--- src/rtl/eth_phy_10g_pkg.sv ---
// Shared types and constants for the 10G PHY rx link controller.
package eth_phy_10g_pkg;

  // Link controller FSM states; encodings are visible on the state port.
  typedef enum logic [2:0] {
    ST_DISABLED    = 3'd0,
    ST_RESET       = 3'd1,
    ST_WAIT_LOCK   = 3'd2,
    ST_WAIT_STABLE = 3'd3,
    ST_LINK_UP     = 3'd4,
    ST_PRBS        = 3'd5
  } link_state_e;

  localparam int ERR_TOTAL_WIDTH = 32;
  localparam int PHY_ERR_WIDTH   = 7;

  // A receive cycle counts as good only with lock, status and no high BER.
  function automatic logic is_rx_good(input logic block_lock,
                                      input logic status,
                                      input logic high_ber);
    return block_lock & status & ~high_ber;
  endfunction

endpackage

--- src/rtl/eth_sat_counter.sv ---
// Saturating accumulator with synchronous clear; clear wins over a
// same-cycle add.
module eth_sat_counter #(
  parameter int WIDTH     = 8,
  parameter int INC_WIDTH = 1
) (
  input  logic                 clk,
  input  logic                 rst,
  input  logic                 clear,
  input  logic                 inc_en,
  input  logic [INC_WIDTH-1:0] inc_val,
  output logic [WIDTH-1:0]     count
);

  logic [WIDTH-1:0] count_q;
  logic [WIDTH-1:0] count_d;
  logic [WIDTH:0]   sum_s;

  // Next count: clear, saturating add, or hold.
  always_comb begin
    sum_s   = {1'b0, count_q} + {{(WIDTH + 1 - INC_WIDTH){1'b0}}, inc_val};
    count_d = count_q;
    if (clear) begin
      count_d = {WIDTH{1'b0}};
    end else if (inc_en) begin
      if (sum_s[WIDTH]) begin
        count_d = {WIDTH{1'b1}};
      end else begin
        count_d = sum_s[WIDTH-1:0];
      end
    end else begin
      count_d = count_q;
    end
  end

  // Count register.
  always_ff @(posedge clk or posedge rst) begin
    if (rst) begin
      count_q <= {WIDTH{1'b0}};
    end else begin
      count_q <= count_d;
    end
  end

  assign count = count_q;

endmodule

--- src/rtl/eth_phy_10g_link_ctrl.sv ---
// 10G PHY rx link bring-up / supervision controller.
// Optional PRBS31 test mode is compiled in with ETH_PHY_LINK_CTRL_PRBS_EN.
module eth_phy_10g_link_ctrl
  import eth_phy_10g_pkg::*;
#(
  parameter int RESET_CYCLES  = 64,
  parameter int LOCK_TIMEOUT  = 1048576,
  parameter int STABLE_CYCLES = 4096,
  parameter int TIMER_WIDTH   = 21,
  parameter int RETRY_WIDTH   = 8
) (
  input  logic                       clk,
  input  logic                       rst,
  input  logic                       enable,
  input  logic                       clear_counters,
  input  logic                       phy_rx_block_lock,
  input  logic                       phy_rx_high_ber,
  input  logic                       phy_rx_status,
  input  logic [PHY_ERR_WIDTH-1:0]   phy_rx_error_count,
  input  logic                       phy_rx_reset_req,
  output logic                       serdes_rx_reset,
  output logic                       link_up,
  output logic                       link_down_event,
  output logic [2:0]                 state,
  output logic [RETRY_WIDTH-1:0]     retry_count,
  output logic [ERR_TOTAL_WIDTH-1:0] error_total,
  input  logic                       cfg_prbs_enable,
  output logic                       phy_tx_prbs31_enable,
  output logic                       phy_rx_prbs31_enable
);

  localparam logic [TIMER_WIDTH-1:0] RESET_LAST  = TIMER_WIDTH'(RESET_CYCLES - 1);
  localparam logic [TIMER_WIDTH-1:0] LOCK_LAST   = TIMER_WIDTH'(LOCK_TIMEOUT - 1);
  localparam logic [TIMER_WIDTH-1:0] STABLE_LAST = TIMER_WIDTH'(STABLE_CYCLES - 1);
  localparam logic [TIMER_WIDTH-1:0] T_ZERO      = {TIMER_WIDTH{1'b0}};
  localparam logic [TIMER_WIDTH-1:0] T_ONE       = TIMER_WIDTH'(1);

  link_state_e            state_q, state_d;
  logic [TIMER_WIDTH-1:0] timer_q, timer_d;
  logic [TIMER_WIDTH-1:0] stable_q, stable_d;
  logic                   serdes_rx_reset_q, serdes_rx_reset_d;
  logic                   link_up_q, link_up_d;
  logic                   link_down_event_q, link_down_event_d;
  logic                   prbs_q, prbs_d;
  logic                   retry_inc_s;
  logic                   err_add_en_s;
  logic                   rx_good_s;

  assign rx_good_s = is_rx_good(phy_rx_block_lock, phy_rx_status, phy_rx_high_ber);

  // Next-state logic; the WAIT_LOCK/WAIT_STABLE timer is shared so the
  // lock timeout bounds the whole bring-up, and a timeout beats lock/link-up.
  always_comb begin
    state_d     = state_q;
    timer_d     = timer_q;
    stable_d    = stable_q;
    retry_inc_s = 1'b0;
    if (!enable) begin
      state_d  = ST_DISABLED;
      timer_d  = T_ZERO;
      stable_d = T_ZERO;
    end else if (phy_rx_reset_req) begin
      state_d     = ST_RESET;
      timer_d     = T_ZERO;
      stable_d    = T_ZERO;
      retry_inc_s = 1'b1;
    end else begin
      case (state_q)
        ST_DISABLED: begin
          state_d = ST_RESET;
          timer_d = T_ZERO;
        end
        ST_RESET: begin
          if (timer_q == RESET_LAST) begin
            state_d = ST_WAIT_LOCK;
            timer_d = T_ZERO;
          end else begin
            timer_d = timer_q + T_ONE;
          end
        end
        ST_WAIT_LOCK: begin
          if (timer_q == LOCK_LAST) begin
            state_d     = ST_RESET;
            timer_d     = T_ZERO;
            retry_inc_s = 1'b1;
          end else begin
            timer_d = timer_q + T_ONE;
            if (phy_rx_block_lock) begin
              state_d  = ST_WAIT_STABLE;
              stable_d = T_ZERO;
            end else begin
              state_d = ST_WAIT_LOCK;
            end
          end
        end
        ST_WAIT_STABLE: begin
          if (timer_q == LOCK_LAST) begin
            state_d     = ST_RESET;
            timer_d     = T_ZERO;
            retry_inc_s = 1'b1;
          end else begin
            timer_d = timer_q + T_ONE;
            if (!phy_rx_block_lock) begin
              state_d = ST_WAIT_LOCK;
            end else if (rx_good_s) begin
              if (stable_q == STABLE_LAST) begin
                state_d = ST_LINK_UP;
              end else begin
                stable_d = stable_q + T_ONE;
              end
            end else begin
              stable_d = T_ZERO;
            end
          end
        end
        ST_LINK_UP: begin
          timer_d = T_ZERO;
          if (!phy_rx_block_lock || !phy_rx_status) begin
            state_d = ST_WAIT_LOCK;
`ifdef ETH_PHY_LINK_CTRL_PRBS_EN
          end else if (cfg_prbs_enable) begin
            state_d = ST_PRBS;
`endif
          end else begin
            state_d = ST_LINK_UP;
          end
        end
`ifdef ETH_PHY_LINK_CTRL_PRBS_EN
        ST_PRBS: begin
          timer_d = T_ZERO;
          if (!cfg_prbs_enable) begin
            state_d = ST_RESET;
          end else begin
            state_d = ST_PRBS;
          end
        end
`endif
        default: begin
          state_d  = ST_DISABLED;
          timer_d  = T_ZERO;
          stable_d = T_ZERO;
        end
      endcase
    end
  end

  // Output values that go with the next state, registered below.
  always_comb begin
    serdes_rx_reset_d = (state_d == ST_DISABLED) || (state_d == ST_RESET);
    link_up_d         = (state_d == ST_LINK_UP) || (state_d == ST_PRBS);
    link_down_event_d = (state_q == ST_LINK_UP) && (state_d != ST_LINK_UP) &&
                        (state_d != ST_PRBS);
`ifdef ETH_PHY_LINK_CTRL_PRBS_EN
    prbs_d            = (state_d == ST_PRBS);
`else
    prbs_d            = 1'b0;
`endif
    err_add_en_s      = (state_q == ST_WAIT_STABLE) || (state_q == ST_LINK_UP) ||
                        (state_q == ST_PRBS);
  end

  // FSM state, timers and registered outputs.
  always_ff @(posedge clk or posedge rst) begin
    if (rst) begin
      state_q           <= ST_DISABLED;
      timer_q           <= T_ZERO;
      stable_q          <= T_ZERO;
      serdes_rx_reset_q <= 1'b1;
      link_up_q         <= 1'b0;
      link_down_event_q <= 1'b0;
      prbs_q            <= 1'b0;
    end else begin
      state_q           <= state_d;
      timer_q           <= timer_d;
      stable_q          <= stable_d;
      serdes_rx_reset_q <= serdes_rx_reset_d;
      link_up_q         <= link_up_d;
      link_down_event_q <= link_down_event_d;
      prbs_q            <= prbs_d;
    end
  end

`ifndef ETH_PHY_LINK_CTRL_PRBS_EN
  logic unused_cfg_prbs_s;
  assign unused_cfg_prbs_s = cfg_prbs_enable;
`endif

  eth_sat_counter #(.WIDTH(RETRY_WIDTH), .INC_WIDTH(1)) u_retry_cnt (
    .clk     (clk),
    .rst     (rst),
    .clear   (clear_counters),
    .inc_en  (retry_inc_s),
    .inc_val (1'b1),
    .count   (retry_count)
  );

  eth_sat_counter #(.WIDTH(ERR_TOTAL_WIDTH), .INC_WIDTH(PHY_ERR_WIDTH)) u_err_cnt (
    .clk     (clk),
    .rst     (rst),
    .clear   (clear_counters),
    .inc_en  (err_add_en_s),
    .inc_val (phy_rx_error_count),
    .count   (error_total)
  );

  assign serdes_rx_reset      = serdes_rx_reset_q;
  assign link_up              = link_up_q;
  assign link_down_event      = link_down_event_q;
  assign state                = state_q;
  assign phy_tx_prbs31_enable = prbs_q;
  assign phy_rx_prbs31_enable = prbs_q;

endmodule

--- config.mk ---
export PLATFORM = sky130hd
export DESIGN_NAME = eth_phy_10g_link_ctrl
export DESIGN_NICKNAME = d
export VERILOG_FILES = /design/src/rtl/eth_phy_10g_pkg.sv /design/src/rtl/eth_sat_counter.sv /design/src/rtl/eth_phy_10g_link_ctrl.sv
export SDC_FILE = /design/constraint.sdc
export NUM_CORES = 1
export LEC_CHECK = 0
export CELL_PAD_IN_SITES_DETAIL_PLACEMENT = 1
export CELL_PAD_IN_SITES_GLOBAL_PLACEMENT = 2
export CORE_ASPECT_RATIO = 0.75
export CORE_UTILIZATION = 32
export CTS_CLUSTER_SIZE = 16
export DETAILED_ROUTE_END_ITERATION = 7
export PLACE_DENSITY_LB_ADDON = 0.1
export SETUP_SLACK_MARGIN = 0.5
export SYNTH_ARGS = -nofsm -noshare
export SYNTH_HDL_FRONTEND = slang
export SYNTH_SLANG_ARGS = --single-unit
--- constraint.sdc ---
create_clock -name clk -period 3 [get_ports clk]
set_input_delay 0.6 -clock clk [delete_from_list [all_inputs] [get_ports clk]]
set_output_delay 0.6 -clock clk [all_outputs]
set_load 0.005 [all_outputs]
==> results of run 1 <==
cells in the mapped netlist (4+ instances only):
cell,number
a31oi_1,12
clkbuf_1,7
xor2_1,13
and3_1,20
ha_1,10
nor4_1,5
nand2b_1,5
buf_6,5
nand2_1,36
xnor2_1,9
and4_1,9
a311oi_1,7
nand4_1,13
a21oi_1,30
o21ai_0,17
or3_1,8
nand3_1,31
buf_4,4
o31ai_1,7
dfrtp_1,87
a211oi_1,9
o21ai_1,13
nor2_1,65
nand3b_1,6
nor2b_1,5
inv_1,12
nor3_1,12
buf_2,6
a21oi_2,4
and2_1,10
o211ai_1,6
a21o_1,4
what timing repair did:
action,4_1_cts,5_1_grt
setup endpoints to repair,31,34
pin swaps,6,10
setup buffers,4,3
resized for setup,14,18
cloned,0,0
path summary, 6_finish.rpt:
path | endpoint | cells after the start | slack, ps
worst min-delay path | stable_q[5] | 1 | 500
worst max register to register | u_err_cnt.count[23] | 11 | 640
max in group asynchronous | serdes_rx_reset | 3 | 1690
worst min register to register | stable_q[5] | 1 | 500
min in group asynchronous | timer_q[5] | 2 | 570
worst max-delay path | u_err_cnt.count[31] | 9 | 550
layout make-up:
| type | instances | area, µm² | area share |
|---|---|---|---|
| clock buffers | 10 | 239 | 0.0355 |
| repair buffers | 92 | 881 | 0.131 |
| multi-input cells | 435 | 2990 | 0.443 |
| clock inverters | 6 | 115 | 0.0171 |
| inverters | 12 | 48.8 | 0.00724 |
| flip-flops and latches | 88 | 2200 | 0.327 |
| well taps | 210 | 263 | 0.0390 |
power breakdown:
part	switching, mW	leakage, nW	internal, mW
sequential	0.00760	1.22	1.19
combinational	0.0815	1.29	0.0521
clock	0.515	0.169	0.842
through the flow:
| stage | hold slack (ps) | util | total power, mW | TNS, ps | instance area [µm²] |
|---|---|---|---|---|---|
| after global routing | 536 | 0.421 | 2.78 | 0 | 6740 |
| after CTS | 501 | 0.412 | 2.71 | 0 | 6600 |
| after detailed placement | 491 | 0.385 | 1.35 | -1740 | 6160 |
| final | 499 | 0.421 | 2.69 | 0 | 6740 |
| after global placement | 479 | 0.385 | 1.34 | -1050 | 6160 |
| after floorplan | 439 | - | 1.29 | 0 | 5240 |
flip-flops by register name, summed over array words and instances (netlist names):
| register | count |
|---|---|
| u_retry_cnt.count | 8 |
| u_err_cnt.count | 32 |
| link_up | 1 |
| serdes_rx_reset | 1 |
| link_down_event | 1 |
| stable_q | 21 |
| state | 3 |
| timer_q | 21 |
cell families after synthesis:
family / after synthesis / synth area share
buffers and inverters: 35 / 0.0366
AO/OA/AOI/OAI: 148 / 0.212
AND/OR/NAND/NOR: 251 / 0.264
adder cells (fa/ha/maj): 11 / 0.0277
flip-flops: 88 / 0.421
other: 1 / 0.000716
multiplexers: 1 / 0.00191
XOR/XNOR: 22 / 0.0368
worst max-delay path, cell delays in order:
cell	delay (ps)
clkdlybuf4s50_1	460
ha_4	310
nand3_1	90
nor2_2	160
o21ai_4	130
buf_4	160
a2111oi_4	440
and4_1	260
nor3_1	50
metal layers:
layer / track usage / wire, µm
met4: 0.0512 / 155
met1: 0.300 / 8390
met3: 0.0448 / 531
met2: 0.290 / 6770
met5: 0 / 0
==> summary.md, run 1 <==
| Metric | Value |
|---|---|
| Critical path data arrival time | 2680 ps |
| Failing checks | DRC |
| Worst min path class | reg2reg |
| Hpwl dp | 11.1 mm |
| Synth async-reset ratio | 1.00 |
| Vias per inst | 5.54 |
| CTS Root Cell | clkbuf_16 |
| Final WL | 15.8 mm |
| Clk sinks | 88 |
| Layout cells sized above 1 | 0.163 |
| Number of synthesized flops with an enable pin | 0 |
| Period minus WS final | 2450 ps |
| PD cells | 399 mW/mm² |
| Static leakage | ~2.7 nW |
| I/O Buffers | 60 |
| First-pass GRT wire length | 26.7 mm |
| Synth top area share | 0.416 |
| Reg-to-Reg Start | u_err_cnt.count[0] |
| HP Start | stable_q[5] |
| Area leader, netlist | dfrtp_1 |
| Avg Inst Size Synth | 9.40 µm² |
| Wire length per cell | ~19 µm |
| Core box area | approximately 0.016 mm² |
| Starting density of the core | 0.327 |
| Fin. Hold Viols | 0 |
| I/O Pins | 64 |
| Nets | 665 |
| Cells after synthesis | 557 |
| Critical Path Sink Type | register |
| Final WS setup | 551 ps |
| Period utilization | 0.816 |
| Die area | 0.0169 mm² |
| Max-slew violations | 0 |
| Worst-path clk slew | around 70 ps |
| DRC Markers | 1 |
| Layout area overhead | 28.6% |
| Ys Warns | 0 |
| RSZ-0062 raised after global routing | false |
| Max Freq | 408 MHz |
| Synth top area cells | dfrtp_1 (42%), nor2_1 (4.7%), nand3_1 (3.0%) |
| Die H | 113 µm |
| Num rows | 40 |
| Clk_skew | 9.85 ps |
| CP Max Fanout | 7 |
| Most common cell after layout, fill and taps aside | dfrtp_1 |
| Post-synth cell types | 78 |
| Worst skew pair latency | 360 ps |
| Final setup viols | 0 |
| Commonest non-fill, non-tap cells in the layout | dfrtp_1 (86), nor2_1 (62), clkdlybuf4s50_1 (56) |
| Overflow after GRT | 0 |
| Placed Cells | 830 |
| WP data required | 3230 ps |
| Largest net degree at the start of global routing | 75 |
| All-Layer GR Usage | 0.201 |
| Final GP Congestion | around 0.79 |
| Register area share after synthesis | 0.421 |
| DR iter-0 viols | 209 |
| CTS tree | built |
| Fillers | around 1800 |
| ANT cells | 0 |
| Die width | 150 µm |
| Max-slew headroom | 0.517 |
| Number of routed nets with antenna violations | 0 |
| Crit start category | input port |
| CP Class | in2reg |
| Worst setup path startpoint | phy_rx_error_count[4] |
| Synth Register Bits | 88 |
| Htree depth | 3 |
| Clock buffer count from CTS | 9 |
| CTS Buffer Depth | 2 |
| Antenna violations before repair | 0 |
| Vias in the first global route | around 4900 |
| Post-synth top flop | dfrtp_1 |
| Hold_buf cts | 0 |
| 1st-pass router iterations | 6 |
| Slew @ Worst Pin | 723 ps |
| Status | finished with violations |
| VDD IR max | 247 µV |
| Vias | 4724 |
| Non-filler instance count after layout | about 850 |
| Dpl ws | -195 ps |
| Max-cap violations | 0 |
| Cell Area, Synth | 0.00524 mm² |
Power figures use the tool's default switching activity.
==> run 2: changes to the inputs <==
--- a/config.mk
+++ b/config.mk
@@ -8,7 +8,7 @@
 export CELL_PAD_IN_SITES_DETAIL_PLACEMENT = 1
 export CELL_PAD_IN_SITES_GLOBAL_PLACEMENT = 2
 export CORE_ASPECT_RATIO = 0.75
-export CORE_UTILIZATION = 32
+export CORE_UTILIZATION = 35
 export CTS_CLUSTER_SIZE = 16
 export DETAILED_ROUTE_END_ITERATION = 7
 export PLACE_DENSITY_LB_ADDON = 0.1
==> constraint.sdc (replaced) <==
create_clock -name clk -period 2.35 [get_ports clk]
set_input_delay 0.47 -clock clk [delete_from_list [all_inputs] [get_ports clk]]
set_output_delay 0.47 -clock clk [all_outputs]
set_load 0.005 [all_outputs]
==> run 2 against run 1 <==
Net effect:
- the run now ends clean
- setup slack lost 510 ps
- non-clock buffer count rose by 125
- via count up 18%
- first-iteration DRC count increased by 89%
- hold slack worse by 5.1 ps
- critical path type is now reg2reg
- largest cell class unchanged
- largest power group is now registers
==> summary.md, run 2 (synthesis results as in run 1) <==
| Metric | Value |
|---|---|
| Status | finished clean |
| Nets | 792 (+19%) |
| Die H | 108 µm (-4.3%) |
| CP Max Fanout | 3 (-4) |
| I/O Buffers | 60 (unchanged) |
| Hold_buf cts | 0 (unchanged) |
| Period utilization | 0.981 |
| Clk sinks | 88 (unchanged) |
| Static leakage | 3.52 nW (+32%) |
| HP Start | stable_q[20] |
| Clock buffer count from CTS | 9 (unchanged) |
| Slowest CP cell | dfrtp_1 |
| Vias in the first global route | 5727 (+16%) |
| Core box area | 0.0145 mm² (-9.2%) |
| Critical path data arrival time | 2550 ps (-130 ps) |
| Period minus WS final | 2310 ps |
| Max reg flops | 32 (unchanged) |
| Max-slew violations | 0 (unchanged) |
| Critical Path Sink Type | register |
| Largest net degree at the start of global routing | 89 (+19%) |
| First-pass GRT wire length | 31.4 mm (+17%) |
| Reg-to-Reg Start | u_err_cnt.count[0] |
| WHS Endpoint | stable_q[20] |
| Placed inst area | 0.00662 mm² (+7.5%) |
| Worst Hold Path Cells | 1 (unchanged) |
| Htree depth | 3 (unchanged) |
| Commonest non-fill, non-tap cells in the layout | buf_4 (123), dfrtp_1 (67), clkdlybuf4s50_1 (41) |
| Final setup viols | 0 (unchanged) |
| Starting density of the core | 0.360 (+0.0330) |
| Max Freq | 434 MHz |
| Vias | 5551 (+18%) |
| DRC Markers | 0 (-1) |
| WP data required | 2600 ps (-630 ps) |
| PD cells | 384 mW/mm² (-3.7%) |
| Crit path cell chain | ha_4 -> inv_2 -> fa_2 -> nor2b_4 -> buf_4 -> o31a_1 -> o21ai_2 -> a21oi_2 -> a31oi_2 -> a311oi_2 |
| Most common cell after layout, fill and taps aside | buf_4 |
| Fin Setup TNS | 0 ps (unchanged) |
| RSZ-0062 raised after global routing | true |
| Slew @ Worst Pin | 628 ps (-94.6 ps) |
| Die width | 143 µm (-4.3%) |
| DR iter-0 viols | 395 (+89%) |
| Final WL | 20.8 mm (+31%) |
| Worst min path class | reg2reg |
| Fin. Hold Viols | 0 (unchanged) |
| ANT cells | 0 (unchanged) |
| Max-cap violations | 0 (unchanged) |
| Reg2Reg Depth | 10 (-1) |
| Crit start category | register |
| Num rows | 38 (-5.0%) |
| Wire length per cell | 21.5 µm (+16%) |
| Fillers | 1591 (-13%) |
| Layout cells sized above 1 | 0.443 (+0.280) |
| Crit path max-delay family | compound AO/OA/AOI/OAI gates |
| Vias per inst | 5.72 (+3.3%) |
| RR Endpoint | u_err_cnt.count[10] |
| Die area | 0.0155 mm² (-8.4%) |
| Fin area | 0.00842 mm² (+25%) |
| Max-slew headroom | 0.581 (+0.0641) |
| R2R Setup Slk | 40 ps (-600 ps) |
| Hpwl dp | 12.2 mm (+10%) |
| Antenna violations before repair | 0 (unchanged) |
| Overflow after GRT | 0 (unchanged) |
| Fin util | 0.579 (+0.158) |
| VDD IR max | 330 µV (+34%) |
| Final GP Congestion | 0.830 (+4.8%) |
| CTS Buffer Depth | 2 (unchanged) |
| CP bufs+invs | 2 (unchanged) |
| Clk_skew | 12.0 ps (+2.16 ps) |
| Final WS setup | 43.8 ps (-507 ps) |
| I/O Pins | 64 (unchanged) |
| CTS Root Cell | clkbuf_16 |
| 1st-pass router iterations | 5 (-1) |
| CP Class | reg2reg |
| Dpl ws | -595 ps (-400 ps) |
| CTS tree | built |
| Worst skew pair latency | 370 ps (about the same) |
| Layout area overhead | 60.8% |
| Worst-path clk slew | 70 ps (about the same) |
| All-Layer GR Usage | 0.267 (+0.0664) |
| Number of routed nets with antenna violations | 0 (unchanged) |
| Peak per-stage delay on the critical path | 390 ps (-70 ps) |
## run 2: metal layers
layer | GRT usage | wire, µm | up-vias
li1 | - | - | 2509
met1 | 0.383 | 9770 | 2836
met2 | 0.409 | 9570 | 183
met3 | 0.0627 | 1200 | 23
met4 | 0.0532 | 265 | 0
met5 | 0 | 0 | -
## run 2: power by group
group / internal, mW / switching [mW] / total (mW)
sequential: 1.52 / 0.00622 / 1.52
clock: 0.749 / 0.712 / 1.46
combinational: 0.107 / 0.142 / 0.249
## run 2: repair_timing
item	in CTS	in global routing
cloned	4	1
buffers inserted	64	24
pin swaps	90	51
endpoints found under the setup margin	99	106
resized for setup	141	69
endpoints found under the hold margin	0	0
## run 2: how the worst max path moves through the flow
stage                                     start                  end  slack (ps)  cells after the start
after floorplan           phy_rx_error_count[0]  u_err_cnt.count[24]          70                      9
final                        u_err_cnt.count[0]  u_err_cnt.count[10]          40                     10
after detailed placement  phy_rx_error_count[0]  u_err_cnt.count[24]        -590                     10
after global placement    phy_rx_error_count[0]  u_err_cnt.count[24]        -510                     10
after global routing         u_err_cnt.count[0]  u_err_cnt.count[10]          -5                     10
after CTS                    u_err_cnt.count[0]  u_err_cnt.count[24]         130                      9
## run 2: final cells by class
type / instances / area (µm²) / area share
clock inverters: 6 / 45.0 / 0.00535
repair buffers: 217 / 2010 / 0.238
clock buffers: 10 / 239 / 0.0284
inverters: 12 / 48.8 / 0.00580
well taps: 200 / 250 / 0.0297
multi-input cells: 437 / 3600 / 0.428
flip-flops and latches: 88 / 2230 / 0.265
## run 2: per-stage QoR
step	instances	hold WS, ps	power, mW
global route	970	526	3.34
floorplan	558	439	1.65
CTS	945	492	3.22
finish	970	493	3.23
global placement	861	464	1.73
detailed placement	861	473	1.74
==> run 3: changes to the inputs <==
--- a/config.mk
+++ b/config.mk
@@ -11,7 +11,7 @@
 export CORE_UTILIZATION = 35
 export CTS_CLUSTER_SIZE = 16
 export DETAILED_ROUTE_END_ITERATION = 7
-export PLACE_DENSITY_LB_ADDON = 0.1
+export PLACE_DENSITY = 0.81
 export SETUP_SLACK_MARGIN = 0.5
 export SYNTH_ARGS = -nofsm -noshare
 export SYNTH_HDL_FRONTEND = slang
==> run 3 against run 2 <==
Net effect:
- setup slack better by 59 ps
- cell area down 1.4%
- sequential power about the same
- final cell count decreased by 1.0%
- register-to-register slack gained 60 ps
- critical endpoint is now u_err_cnt.count[24]
- power is 5.1% higher
==> summary.md, run 3 (synthesis results as in run 1) <==
| Metric | Value |
|---|---|
| Period utilization | 0.956 (-0.0251) |
| Layout area overhead | 58.5% |
| Vias in the first global route | 5674 (-0.93%) |
| Register area | 0.00223 mm² (about the same) |
| Number of routed nets with antenna violations | 0 (unchanged) |
| HP Start | stable_q[5] |
| 1st-pass router iterations | 5 (unchanged) |
| Status | finished clean |
| Final WS setup | 103 ps (+58.9 ps) |
| RSZ-0062 raised after global routing | true |
| Placed Cells | 861 (unchanged) |
| Multi-input combinational cell area | 0.00355 mm² (-1.3%) |
| Commonest non-fill, non-tap cells in the layout | buf_4 (114), dfrtp_1 (68), clkdlybuf4s50_1 (43) |
| Clk sinks | 88 (unchanged) |
| Die H | 108 µm (unchanged) |
| Clk pwr share | 0.482 (+0.030) |
| Die width | 143 µm (unchanged) |
| Overflow after GRT | 0 (unchanged) |
| Final WL | 20.8 mm (-0.19%) |
| VDD IR max | 373 µV (+13%) |
| Fin. Hold Viols | 0 (unchanged) |
| All-Layer GR Usage | 0.265 (-0.00222) |
| Clk_skew | 10.1 ps (-1.90 ps) |
| Worst setup path startpoint | u_err_cnt.count[0] |
| Sw Share | 0.234 (-0.0323) |
| DRC Markers | 0 (unchanged) |
| Reg2Reg Depth | 9 (-1) |
| Seq pwr share | 0.449 (-0.022) |
| Die area | 0.0155 mm² (unchanged) |
| WHS Endpoint | stable_q[5] |
| PD cells | 410 mW/mm² (+6.6%) |
| Dpl ws | -564 ps (+30.9 ps) |
| Antenna violations before repair | 0 (unchanged) |
| Max Freq | 445 MHz (+2.6%) |
| Htree depth | 3 (unchanged) |
| RR Endpoint | u_err_cnt.count[24] |
| I/O Pins | 64 (unchanged) |
| Final setup viols | 0 (unchanged) |
| Nets | 782 (-1.3%) |
| Wire length per cell | 21.6 µm (+0.85%) |
| Critical path data arrival time | 2500 ps (-50 ps) |
| Worst min path class | reg2reg |
| Worst Hold Path Cells | 1 (unchanged) |
| DR iter-0 viols | 301 (-24%) |
| Vias per inst | 5.74 (+0.28%) |
| Fillers | 1612 (+1.3%) |
| I/O Buffers | 60 (unchanged) |
| Static leakage | 3.47 nW (-1.6%) |
| WP data required | 2600 ps (about the same) |
| Max-cap violations | 0 (unchanged) |
| Non-filler instance count after layout | 960 (-1.0%) |
| Crit start category | register |
| Starting density of the core | 0.360 (unchanged) |
| Core box area | 0.0145 mm² (unchanged) |
| Fin area | 0.00830 mm² (-1.4%) |
| CP Class | reg2reg |
| Critical Path Sink Type | register |
| Internal power | 2.60 mW (+9.7%) |
| Placed inst area | 0.00661 mm² (-0.19%) |
| Switching power of the nets | 794 µW (-7.7%) |
| Hpwl dp | 11.7 mm (-4.0%) |
| Total power | 3.40 mW (+5.1%) |
| Hold_buf cts | 0 (unchanged) |
| R2R Setup Slk | 100 ps (+60 ps) |
| Fin util | 0.570 (-0.00826) |
| Final GP Congestion | 0.812 (-2.1%) |
| Num rows | 38 (unchanged) |
| CTS Root Cell | clkbuf_16 |
| CTS tree | built |
| Vias | 5509 (-0.76%) |
| Worst-path clk slew | 70 ps (about the same) |
| CTS Buffer Depth | 2 (unchanged) |
| Largest net degree at the start of global routing | 89 (unchanged) |
| Worst skew pair latency | 350 ps (-20 ps) |
| Most common cell after layout, fill and taps aside | buf_4 |
| CP Max Fanout | 5 (+2) |
| Max reg flops | 32 (unchanged) |
| Reg-to-Reg Start | u_err_cnt.count[0] |
| Period minus WS final | 2250 ps (-58.9 ps) |
| ANT cells | 0 (unchanged) |
| Clock buffer count from CTS | 9 (unchanged) |
| Max-slew violations | 0 (unchanged) |
| First-pass GRT wire length | 31.4 mm (+0.26%) |
| Layout cells sized above 1 | 0.432 (-0.0113) |
| Gate power share | 0.069 (-0.008) |
run 3: critical path, stage by stage (launching register included):
cell	delay (ps)
dfrtp_1	400
ha_4	160
inv_2	40
fa_2	370
nor2b_4	160
o31ai_4	80
a2111oi_4	380
and2b_2	240
a41oi_1	120
a211oi_1	210
run 3: how the worst max path moves through the flow:
stage	slack [ps]	endpoint
2_1_floorplan	70	u_err_cnt.count[24]
3_3_place_gp	-500	u_err_cnt.count[24]
3_5_place_dp	-560	u_err_cnt.count[24]
4_1_cts	140	u_err_cnt.count[29]
5_1_grt	0.1	u_err_cnt.count[26]
6_report	100	u_err_cnt.count[24]
run 3: power by group through the flow:
stage,clock network [mW],registers [mW],logic [mW]
4_1_cts,1.66,1.52,0.219
6_report,1.64,1.53,0.236
3_5_place_dp,0,1.56,0.184
2_1_floorplan,0,1.55,0.0957
3_3_place_gp,0,1.55,0.179
5_1_grt,1.71,1.53,0.252
run 3: layout make-up:
| class | count | share of cell area |
|---|---|---|
| flip-flops and latches | 88 | 0.268 |
| clock inverters | 5 | 0.00950 |
| clock buffers | 11 | 0.0305 |
| inverters | 12 | 0.00588 |
| multi-input cells | 435 | 0.428 |
| repair buffers | 209 | 0.228 |
| well taps | 200 | 0.0302 |
run 3: routing by layer:
metal / routed length (µm) / up-vias / global-route usage
li1: - / 2492 / -
met1: 9670 / 2858 / 0.352
met2: 10100 / 133 / 0.438
met3: 699 / 26 / 0.0547
met4: 272 / 0 / 0.0722
met5: 0 / - / 0
run 3: metrics by stage:
stage | TNS [ps] | hold slack (ps)
CTS | 0 | 513
global placement | -12000 | 496
floorplan | 0 | 439
detailed placement | -13450 | 498
global route | 0 | 557
finish | 0 | 521
run 3: repair_timing:
item	4_1_cts	5_1_grt
hold endpoints to repair	0	0
buffers inserted	55	26
pin swaps	88	54
resized for setup	129	79
gates cloned	2	0
setup endpoints to repair	97	107
